## src/rtl/shift_seq_monitor_pkg.sv

```systemverilog
// Shared types and helpers for the Johnson-sequence monitor.
package shift_seq_monitor_pkg;

    // Monitor FSM states
    typedef enum logic [1:0] {
        StHunt   = 2'd0,
        StLocked = 2'd1,
        StErr    = 2'd2
    } state_e;

    // Width of the saturating error-event counter
    localparam int unsigned ErrCntW = 8;

    // Widest counter johnson_next can handle; callers truncate to their own width
    localparam int unsigned MaxWidth = 64;

    // Johnson successor of v for a counter of the given width: shift left, feed back ~msb
    function automatic logic [MaxWidth-1:0] johnson_next(input logic [MaxWidth-1:0] v,
                                                          input int unsigned width);
        logic [MaxWidth-1:0] r;
        logic [5:0]          msb;
        msb  = 6'(width - 1);
        r    = {v[MaxWidth-2:0], 1'b0};
        r[0] = ~v[msb];
        return r;
    endfunction

endpackage

```

## src/rtl/shift_seq_monitor_phase_decode.sv

```systemverilog
// johnson_phase_decode: combinational phase index and legality of one Johnson code.
// Legal codes are a low-side run of ones (0, 1, 3, ... all-ones) or a low-side run of
// zeros (..., 0xFC, 0xFE). Illegal codes decode to phase 0.
module johnson_phase_decode #(
    parameter int unsigned WIDTH = 8
) (
    input  logic [WIDTH-1:0]             code,
    output logic [$clog2(2*WIDTH)-1:0]   phase,
    output logic                         legal
);

    localparam int unsigned PhaseW = $clog2(2 * WIDTH);

    logic [WIDTH-1:0] code_inv;
    logic             ones_run;
    logic             zeros_run;
    int unsigned      pop;

    // Legality via the x & (x+1) == 0 trick on the code and its complement, then phase
    always_comb begin
        code_inv  = ~code;
        ones_run  = ((code & (code + WIDTH'(1))) == '0);
        zeros_run = ((code_inv & (code_inv + WIDTH'(1))) == '0);
        legal     = ones_run | zeros_run;

        pop = 0;
        for (int i = 0; i < int'(WIDTH); i++) begin
            if (code[i]) begin
                pop = pop + 1;
            end
        end

        phase = '0;
        if (legal && (code != '0)) begin
            if (code[0]) begin
                phase = PhaseW'(pop);
            end else begin
                phase = PhaseW'(2 * WIDTH - pop);
            end
        end
    end

endmodule

```

## src/rtl/shift_seq_monitor.sv

```systemverilog
// shift_seq_monitor: checks an upstream Johnson counter, locks onto its sequence, and keeps
// sticky error flags plus error/cycle counters.
// Optional: SHIFT_SEQ_MONITOR_CYCLE_CNT_EN enables the completed-cycle counter; when
// undefined, cycle_cnt is tied to zero.
module shift_seq_monitor #(
    parameter int unsigned WIDTH    = 8,
    parameter int unsigned LOCK_CNT = 4,
    parameter int unsigned CYC_W    = 16
) (
    input  logic                        clk,
    input  logic                        reset,
    input  logic [WIDTH-1:0]            in_count,
    input  logic                        in_j,
    input  logic                        clr_err,
    output logic [$clog2(2*WIDTH)-1:0]  phase,
    output logic                        locked,
    output logic                        seq_err,
    output logic                        j_err,
    output logic [7:0]                  err_cnt,
    output logic [CYC_W-1:0]            cycle_cnt
);

    import shift_seq_monitor_pkg::*;

    state_e               state_q, state_d;
    logic [3:0]           run_q, run_d;
    logic [WIDTH-1:0]     prev_q;
    logic                 locked_q, locked_d;
    logic                 seq_err_q, seq_err_d;
    logic                 j_err_q, j_err_d;
    logic [ErrCntW-1:0]   err_cnt_q, err_cnt_d;

    logic [WIDTH-1:0]     prev_next;
    logic                 prev_legal;
    logic                 good;
    logic                 in_locked;
    logic                 seq_set;
    logic                 j_set;

    // Phase output is the decode of the registered sample; legality of prev gates "good"
    johnson_phase_decode #(
        .WIDTH (WIDTH)
    ) u_decode (
        .code  (prev_q),
        .phase (phase),
        .legal (prev_legal)
    );

    // Transition check: an illegal prev has an illegal successor, so checking prev suffices
    always_comb begin
        prev_next = WIDTH'(johnson_next(MaxWidth'(prev_q), WIDTH));
        good      = prev_legal && (in_count == prev_next);
        in_locked = (state_q == StLocked);
        seq_set   = in_locked && !good;
        j_set     = in_locked && ((in_j && (in_count != '0)) || (!in_j && (in_count == '0)));
    end

    // FSM next state and run counter
    always_comb begin
        state_d = state_q;
        run_d   = run_q;
        unique case (state_q)
            StHunt: begin
                if (good) begin
                    if (run_q == 4'(LOCK_CNT - 1)) begin
                        state_d = StLocked;
                        run_d   = '0;
                    end else begin
                        run_d = run_q + 4'd1;
                    end
                end else begin
                    run_d = '0;
                end
            end
            StLocked: begin
                if (!good) begin
                    state_d = StErr;
                end
            end
            StErr: begin
                state_d = StHunt;
                run_d   = '0;
            end
            default: begin
                state_d = StHunt;
                run_d   = '0;
            end
        endcase
        locked_d = (state_d == StLocked);
    end

    // Sticky flags and error counter; a new error outranks a simultaneous clear
    always_comb begin
        seq_err_d = seq_err_q;
        j_err_d   = j_err_q;
        err_cnt_d = err_cnt_q;
        if (clr_err) begin
            seq_err_d = 1'b0;
            j_err_d   = 1'b0;
            err_cnt_d = '0;
        end
        if (seq_set) begin
            seq_err_d = 1'b1;
            if (err_cnt_d != '1) begin
                err_cnt_d = err_cnt_d + ErrCntW'(1);
            end
        end
        if (j_set) begin
            j_err_d = 1'b1;
        end
    end

    // State and status registers
    always_ff @(posedge clk or negedge reset) begin
        if (!reset) begin
            state_q   <= StHunt;
            run_q     <= '0;
            prev_q    <= '0;
            locked_q  <= 1'b0;
            seq_err_q <= 1'b0;
            j_err_q   <= 1'b0;
            err_cnt_q <= '0;
        end else begin
            state_q   <= state_d;
            run_q     <= run_d;
            prev_q    <= in_count;
            locked_q  <= locked_d;
            seq_err_q <= seq_err_d;
            j_err_q   <= j_err_d;
            err_cnt_q <= err_cnt_d;
        end
    end

    assign locked  = locked_q;
    assign seq_err = seq_err_q;
    assign j_err   = j_err_q;
    assign err_cnt = err_cnt_q;

`ifdef SHIFT_SEQ_MONITOR_CYCLE_CNT_EN
    logic [CYC_W-1:0] cycle_cnt_q;

    // Completed-cycle counter: a good wrap into code 0 while locked, saturating
    always_ff @(posedge clk or negedge reset) begin
        if (!reset) begin
            cycle_cnt_q <= '0;
        end else if (in_locked && good && (in_count == '0) && (cycle_cnt_q != '1)) begin
            cycle_cnt_q <= cycle_cnt_q + CYC_W'(1);
        end
    end

    assign cycle_cnt = cycle_cnt_q;
`else
    assign cycle_cnt = '0;
`endif

endmodule
```

## config.mk

```make
export PLATFORM = sky130hd
export DESIGN_NAME = shift_seq_monitor
export DESIGN_NICKNAME = d
export VERILOG_FILES = /design/src/rtl/shift_seq_monitor_pkg.sv /design/src/rtl/shift_seq_monitor_phase_decode.sv /design/src/rtl/shift_seq_monitor.sv
export SDC_FILE = /design/constraint.sdc
export NUM_CORES = 1
export LEC_CHECK = 0
export CAP_MARGIN = 20
export CORE_ASPECT_RATIO = 1.75
export CORE_MARGIN = 2
export CORE_UTILIZATION = 54
export CTS_BUF_LIST = sky130_fd_sc_hd__clkbuf_4
export CTS_CLUSTER_SIZE = 40
export DETAILED_ROUTE_END_ITERATION = 8
export MAX_ROUTING_LAYER = met4
export PLACE_DENSITY_LB_ADDON = 0.1
export SETUP_SLACK_MARGIN = 0.02
export SKIP_LAST_GASP = 1
export SLEW_MARGIN = 20
export SYNTH_ARGS = -nofsm -noshare
export SYNTH_HDL_FRONTEND = slang
export SYNTH_SLANG_ARGS = --single-unit
```

## constraint.sdc

```tcl
create_clock -name clk -period 5.03 [get_ports clk]
set_clock_uncertainty 0.05 [all_clocks]
set_input_delay 0.503 -clock clk [delete_from_list [all_inputs] [get_ports clk]]
set_output_delay 0.503 -clock clk [all_outputs]
set_load 0.01 [all_outputs]
```

==> tab_implementation.tex <==
\begin{tabular}{lr}
\hline
Metric & Value \\
\hline
\multicolumn{2}{l}{\textbf{CTS}} \\
\quad Maximum clock insertion buffer count & 2 \\
\quad Number of H-tree levels & 1 \\
\quad CTS Buf Count & 3 \\
\quad Post-cts hold buffer count & 0 \\
\quad Clock Latency Late Sink & roughly 0.32 ns \\
\quad TritonCTS clock tree & built \\
\quad CTS Sinks & 25 \\
\quad Clock root buffer & sky130\_fd\_sc\_hd\_\_clkbuf\_4 \\
\quad Clock input transition at the sequential cells of the worst setup and hold paths & 0.13 ns \\
\multicolumn{2}{l}{\textbf{Final layout}} \\
\quad Area growth from synthesis to layout & 24.00\% \\
\quad Fraction of layout instances using a drive strength above 1 & between 10\% and 20\% \\
\quad Number of antenna cells inserted & 0 \\
\quad Number of filler cells placed in the layout & around 340 \\
\quad Total number of nets in the final design & approximately 310 \\
\quad Final non-filler cell total & 333 \\
\multicolumn{2}{l}{\textbf{Synth}} \\
\quad Count leader, synth & sky130\_fd\_sc\_hd\_\_dfrtp\_1 \\
\quad Ranking of synthesized cells by area & sky130\_fd\_sc\_hd\_\_dfrtp\_1 (30\%), sky130\_fd\_sc\_hd\_\_xnor2\_1 (8.7\%), sky130\_fd\_sc\_hd\_\_ha\_1 (7.7\%) \\
\quad Cell count after synthesis & 242 \\
\quad Synthesized-area fraction occupied by xor and xnor cells & $\sim$16\% \\
\quad Primary flip-flop cell chosen by synthesis mapping & sky130\_fd\_sc\_hd\_\_dfrtp\_1 \\
\quad Proportion of synthesized chip area in sequential cells & around 30\% \\
\quad Library cells used by synthesis & 48 \\
\quad Yosys top cell area share & between 20\% and 30\% \\
\quad Number of warning messages in the yosys log & 0 \\
\quad Library cell with the largest summed area after synthesis & sky130\_fd\_sc\_hd\_\_dfrtp\_1 \\
\quad Fraction of the mapped netlist area in compound gates & 10.93\% \\
\quad Proportion of register bits with asynchronous set or reset after synthesis & 100.0\% \\
\quad Mean area per synthesized cell & 8.748 µm² \\
\quad Commonest cells in the netlist & sky130\_fd\_sc\_hd\_\_dfrtp\_1 (25), sky130\_fd\_sc\_hd\_\_nand2\_1 (23), sky130\_fd\_sc\_hd\_\_xnor2\_1 (21) \\
\quad Number of storage elements in the synthesis netlist & 25 \\
\quad Dominant combinational cell family by area after synthesis & simple AND/OR/NAND/NOR gates \\
\quad Post-synth design cell area & 2117 µm² \\
\quad Share of synthesized area spent on multiplexers & under 10\% \\
\quad Number of enable flip-flop cells after synthesis & 0 \\
\quad Simple-Gate Fraction of Synth Area & between 20\% and 30\% \\
\quad Area share of fa/ha/maj cells after synthesis & slightly below 8\% \\
\multicolumn{2}{l}{\textbf{Pwr}} \\
\quad Net load switching power & 208.4 µW \\
\quad Clock power share & approximately 16\% \\
\quad Leakage & $\sim$0.0011 µW \\
\quad Power share of the sequential group & between 30\% and 40\% \\
\quad Maximum VDD drop & 0.2301 mV \\
\quad Total power divided by cell area & between 200 and 250 nW/µm² \\
\quad Switch share & 35.04\% \\
\quad Share of total power in combinational logic & between 40\% and 50\% \\
\quad Internal portion of total power & $\sim$390 µW \\
\multicolumn{2}{l}{\textbf{Global route}} \\
\quad Number of global-route vias before repair & approximately 1700 \\
\quad Pin count of the biggest net entering global routing & 18 \\
\quad First-pass GRT wire length & around 7.7 mm \\
\quad GR Overflow Total & 0 \\
\quad Number of antenna violations at the first check in global routing & 0 \\
\quad Tot GR Track Use & 23.12\% \\
\multicolumn{2}{l}{\textbf{Detailed routing}} \\
\quad Detailed-route wire length per cell & 14.29 µm \\
\quad Drt initial violations & 32 \\
\quad Remaining number of nets flagged by the antenna check after routing & 0 \\
\quad First-pass detailed-route iteration total & 4 \\
\quad Detailed-route DRC error count & 0 \\
\quad Vias & 1760 \\
\quad Post-detailed-routing wire length & around 4.8 mm \\
\quad Via-to-Cell Ratio & $\sim$5.3 \\
\multicolumn{2}{l}{\textbf{Floorplanning}} \\
\quad Ports & 43 \\
\quad Height of the die & 86.83 µm \\
\quad Std-Cell Core Area & $\sim$3800 µm² \\
\quad Area enclosed by the die boundary & approximately 4500 µm² \\
\quad Core Rows & 30 \\
\quad Initial core utilization & 55.29\% \\
\quad Horizontal extent of the die & 51.33 µm \\
\multicolumn{2}{l}{\textbf{STA}} \\
\quad Fin crit share & roughly 96\% \\
\quad Clock period minus worst slack & roughly 4.8 ns \\
\quad Maximum frequency from static timing analysis & 207.0 MHz \\
\quad Setup TNS & 0 ns \\
\quad Final hold vios & 0 \\
\quad Slew Limit Headroom & between 50\% and 60\% \\
\quad Slew Limit Fails & 0 \\
\quad Final setup violating endpoints & 0 \\
\quad Measured slew at the worst slew-check pin & about 0.63 ns \\
\quad Final worst hold slack & between 0.4 and 0.5 ns \\
\multicolumn{2}{l}{\textbf{Place}} \\
\quad Sum of net half-perimeters after detailed placement & 3.647 mm \\
\quad Routability cong. & between 0.8 and 0.9 \\
\quad Cell total after placement & between 300 and 400 \\
\quad Number of buffers added on ports & 26 \\
\multicolumn{2}{l}{\textbf{Min path}} \\
\quad Tightest Hold Check Type & input port to async pin \\
\multicolumn{2}{l}{\textbf{Setup path}} \\
\quad Critical path required time & between 4 and 5 ns \\
\quad Sort of element at the end of the critical path & output pin \\
\quad Arrival time of the worst setup path & between 4 and 5 ns \\
\quad CP max FO & 6 \\
\quad Start-to-end type of the worst setup path & register to output pin \\
\quad Critical path launch point type & register \\
\multicolumn{2}{l}{\textbf{Outcome}} \\
\quad Result of the run & finished clean \\
\multicolumn{2}{l}{\textbf{Run}} \\
\quad Max-capacitance violation count & 0 \\
\hline
\end{tabular}
-- cell families (layout without fill, tap and decap cells) --
logic type               Yosys count  after routing
AO/OA/AOI/OAI                     33             33
XOR/XNOR                          34             34
adder cells (fa/ha/maj)           13             13
buffers and inverters             34             62
flip-flops                        25             25
multiplexers                       7              7
other                              1             16
AND/OR/NAND/NOR                   95             95
-- layer usage --
metal	vias up	GRT usage, %	share of wire, %
met3	11	0.8621	2.2
li1	874	-	-
met4	0	10.05	3.2
met2	30	44.39	58
met5	-	-	0
met1	845	23.52	37
-- placed cells by master (no fill, tap or decap), drive strengths merged, types with 4 or more instances in the layout --
| master | instances |
|---|---|
| o31ai | 5 |
| nor2 | 17 |
| nand2b | 4 |
| nand3 | 11 |
| a21oi | 6 |
| nor2b | 13 |
| nand4 | 5 |
| buf | 22 |
| xor2 | 11 |
| mux2i | 4 |
| nor3 | 4 |
| nand2 | 23 |
| clkdlybuf4s50 | 23 |
| inv | 9 |
| conb | 16 |
| o21ai | 9 |
| nor3b | 4 |
| dfrtp | 25 |
| ha | 13 |
| clkbuf | 5 |
| xnor2 | 22 |
-- final timing paths --
kind	start	end	slack, ns	cells past startpoint
worst max-delay path	prev_q[0]$_DFF_PN0_	phase[1]	0.20	23
worst min-delay path	reset	err_cnt[4]$_DFF_PN0_	0.44	1
worst max register to register	prev_q[3]$_DFF_PN0_	err_cnt[4]$_DFF_PN0_	2.29	10
worst min register to register	run_q[3]$_DFFE_PN0N_	run_q[3]$_DFFE_PN0N_	0.44	1
max in group asynchronous	reset	prev_q[1]$_DFF_PN0_	4.01	2
min in group clk	run_q[3]$_DFFE_PN0N_	run_q[3]$_DFFE_PN0N_	0.44	1
-- power groups by stage --
| stage | clock [µW] | sequential, µW | combinational [µW] |
|---|---|---|---|
| finish | 94.8 | 213 | 287 |
| global route | 101 | 214 | 312 |
| CTS | 95.4 | 212 | 259 |
| detailed placement | 0 | 217 | 235 |
| global placement | 0 | 216 | 232 |
| floorplan | 0 | 212 | 181 |
-- stage by stage --
stage / instance area (µm²) / utilization, % / power (µW) / worst slack, ns
2_1_floorplan: 2173 / - / 392.3 / 0.7437
3_3_place_gp: 2382 / 62.22 / 448.3 / 0.007244
3_5_place_dp: 2397 / 62.61 / 451.8 / 0.002846
4_1_cts: 2524 / 65.92 / 566.8 / 0.1493
5_1_grt: 2625 / 68.56 / 627.4 / -0.03309
6_report: 2625 / 68.56 / 594.7 / 0.1983
-- cell type report --
class	instances	area, µm²	area share (%)
timing repair buffer	48	430.4	16.40
tap	48	60.06	2.288
multi-input combinational	198	1439	54.81
sequential	25	628.1	23.93
inverter	10	37.54	1.430
clock buffer	4	30.03	1.144
-- registers in the layout, indices dropped and copies added, names as in the netlist --
signal   cells
locked       1
state_q      2
seq_err      1
prev_q       8
run_q        4
j_err        1
err_cnt      8
-- what timing repair did --
action | in CTS | in global routing
resized for setup | 8 | 15
setup endpoints to repair | 3 | 3
pin swaps | 5 | 12
cloned | 0 | 0
buffers inserted | 11 | 4
-- worst max-delay path: stages, from the launching register on --
cell,delay (ns)
sky130_fd_sc_hd__dfrtp_2,0.46
sky130_fd_sc_hd__buf_6,0.14
sky130_fd_sc_hd__ha_2,0.21
sky130_fd_sc_hd__mux2i_4,0.18
sky130_fd_sc_hd__mux2i_1,0.13
sky130_fd_sc_hd__buf_4,0.14
sky130_fd_sc_hd__buf_4,0.12
sky130_fd_sc_hd__buf_4,0.12
sky130_fd_sc_hd__buf_4,0.12
sky130_fd_sc_hd__buf_4,0.12
sky130_fd_sc_hd__buf_4,0.12
sky130_fd_sc_hd__o211ai_1,0.23
sky130_fd_sc_hd__ha_2,0.32
sky130_fd_sc_hd__nand2_1,0.05
sky130_fd_sc_hd__o31ai_1,0.11
sky130_fd_sc_hd__o21ai_1,0.18
sky130_fd_sc_hd__xnor2_1,0.15
sky130_fd_sc_hd__nand2_1,0.07
sky130_fd_sc_hd__o211ai_1,0.13
sky130_fd_sc_hd__ha_1,0.31
sky130_fd_sc_hd__nand2_1,0.09
sky130_fd_sc_hd__o21a_1,0.18
sky130_fd_sc_hd__nor2_1,0.06
sky130_fd_sc_hd__clkdlybuf4s15_1,0.23
Note: power is estimated with default switching activity, not from simulation.
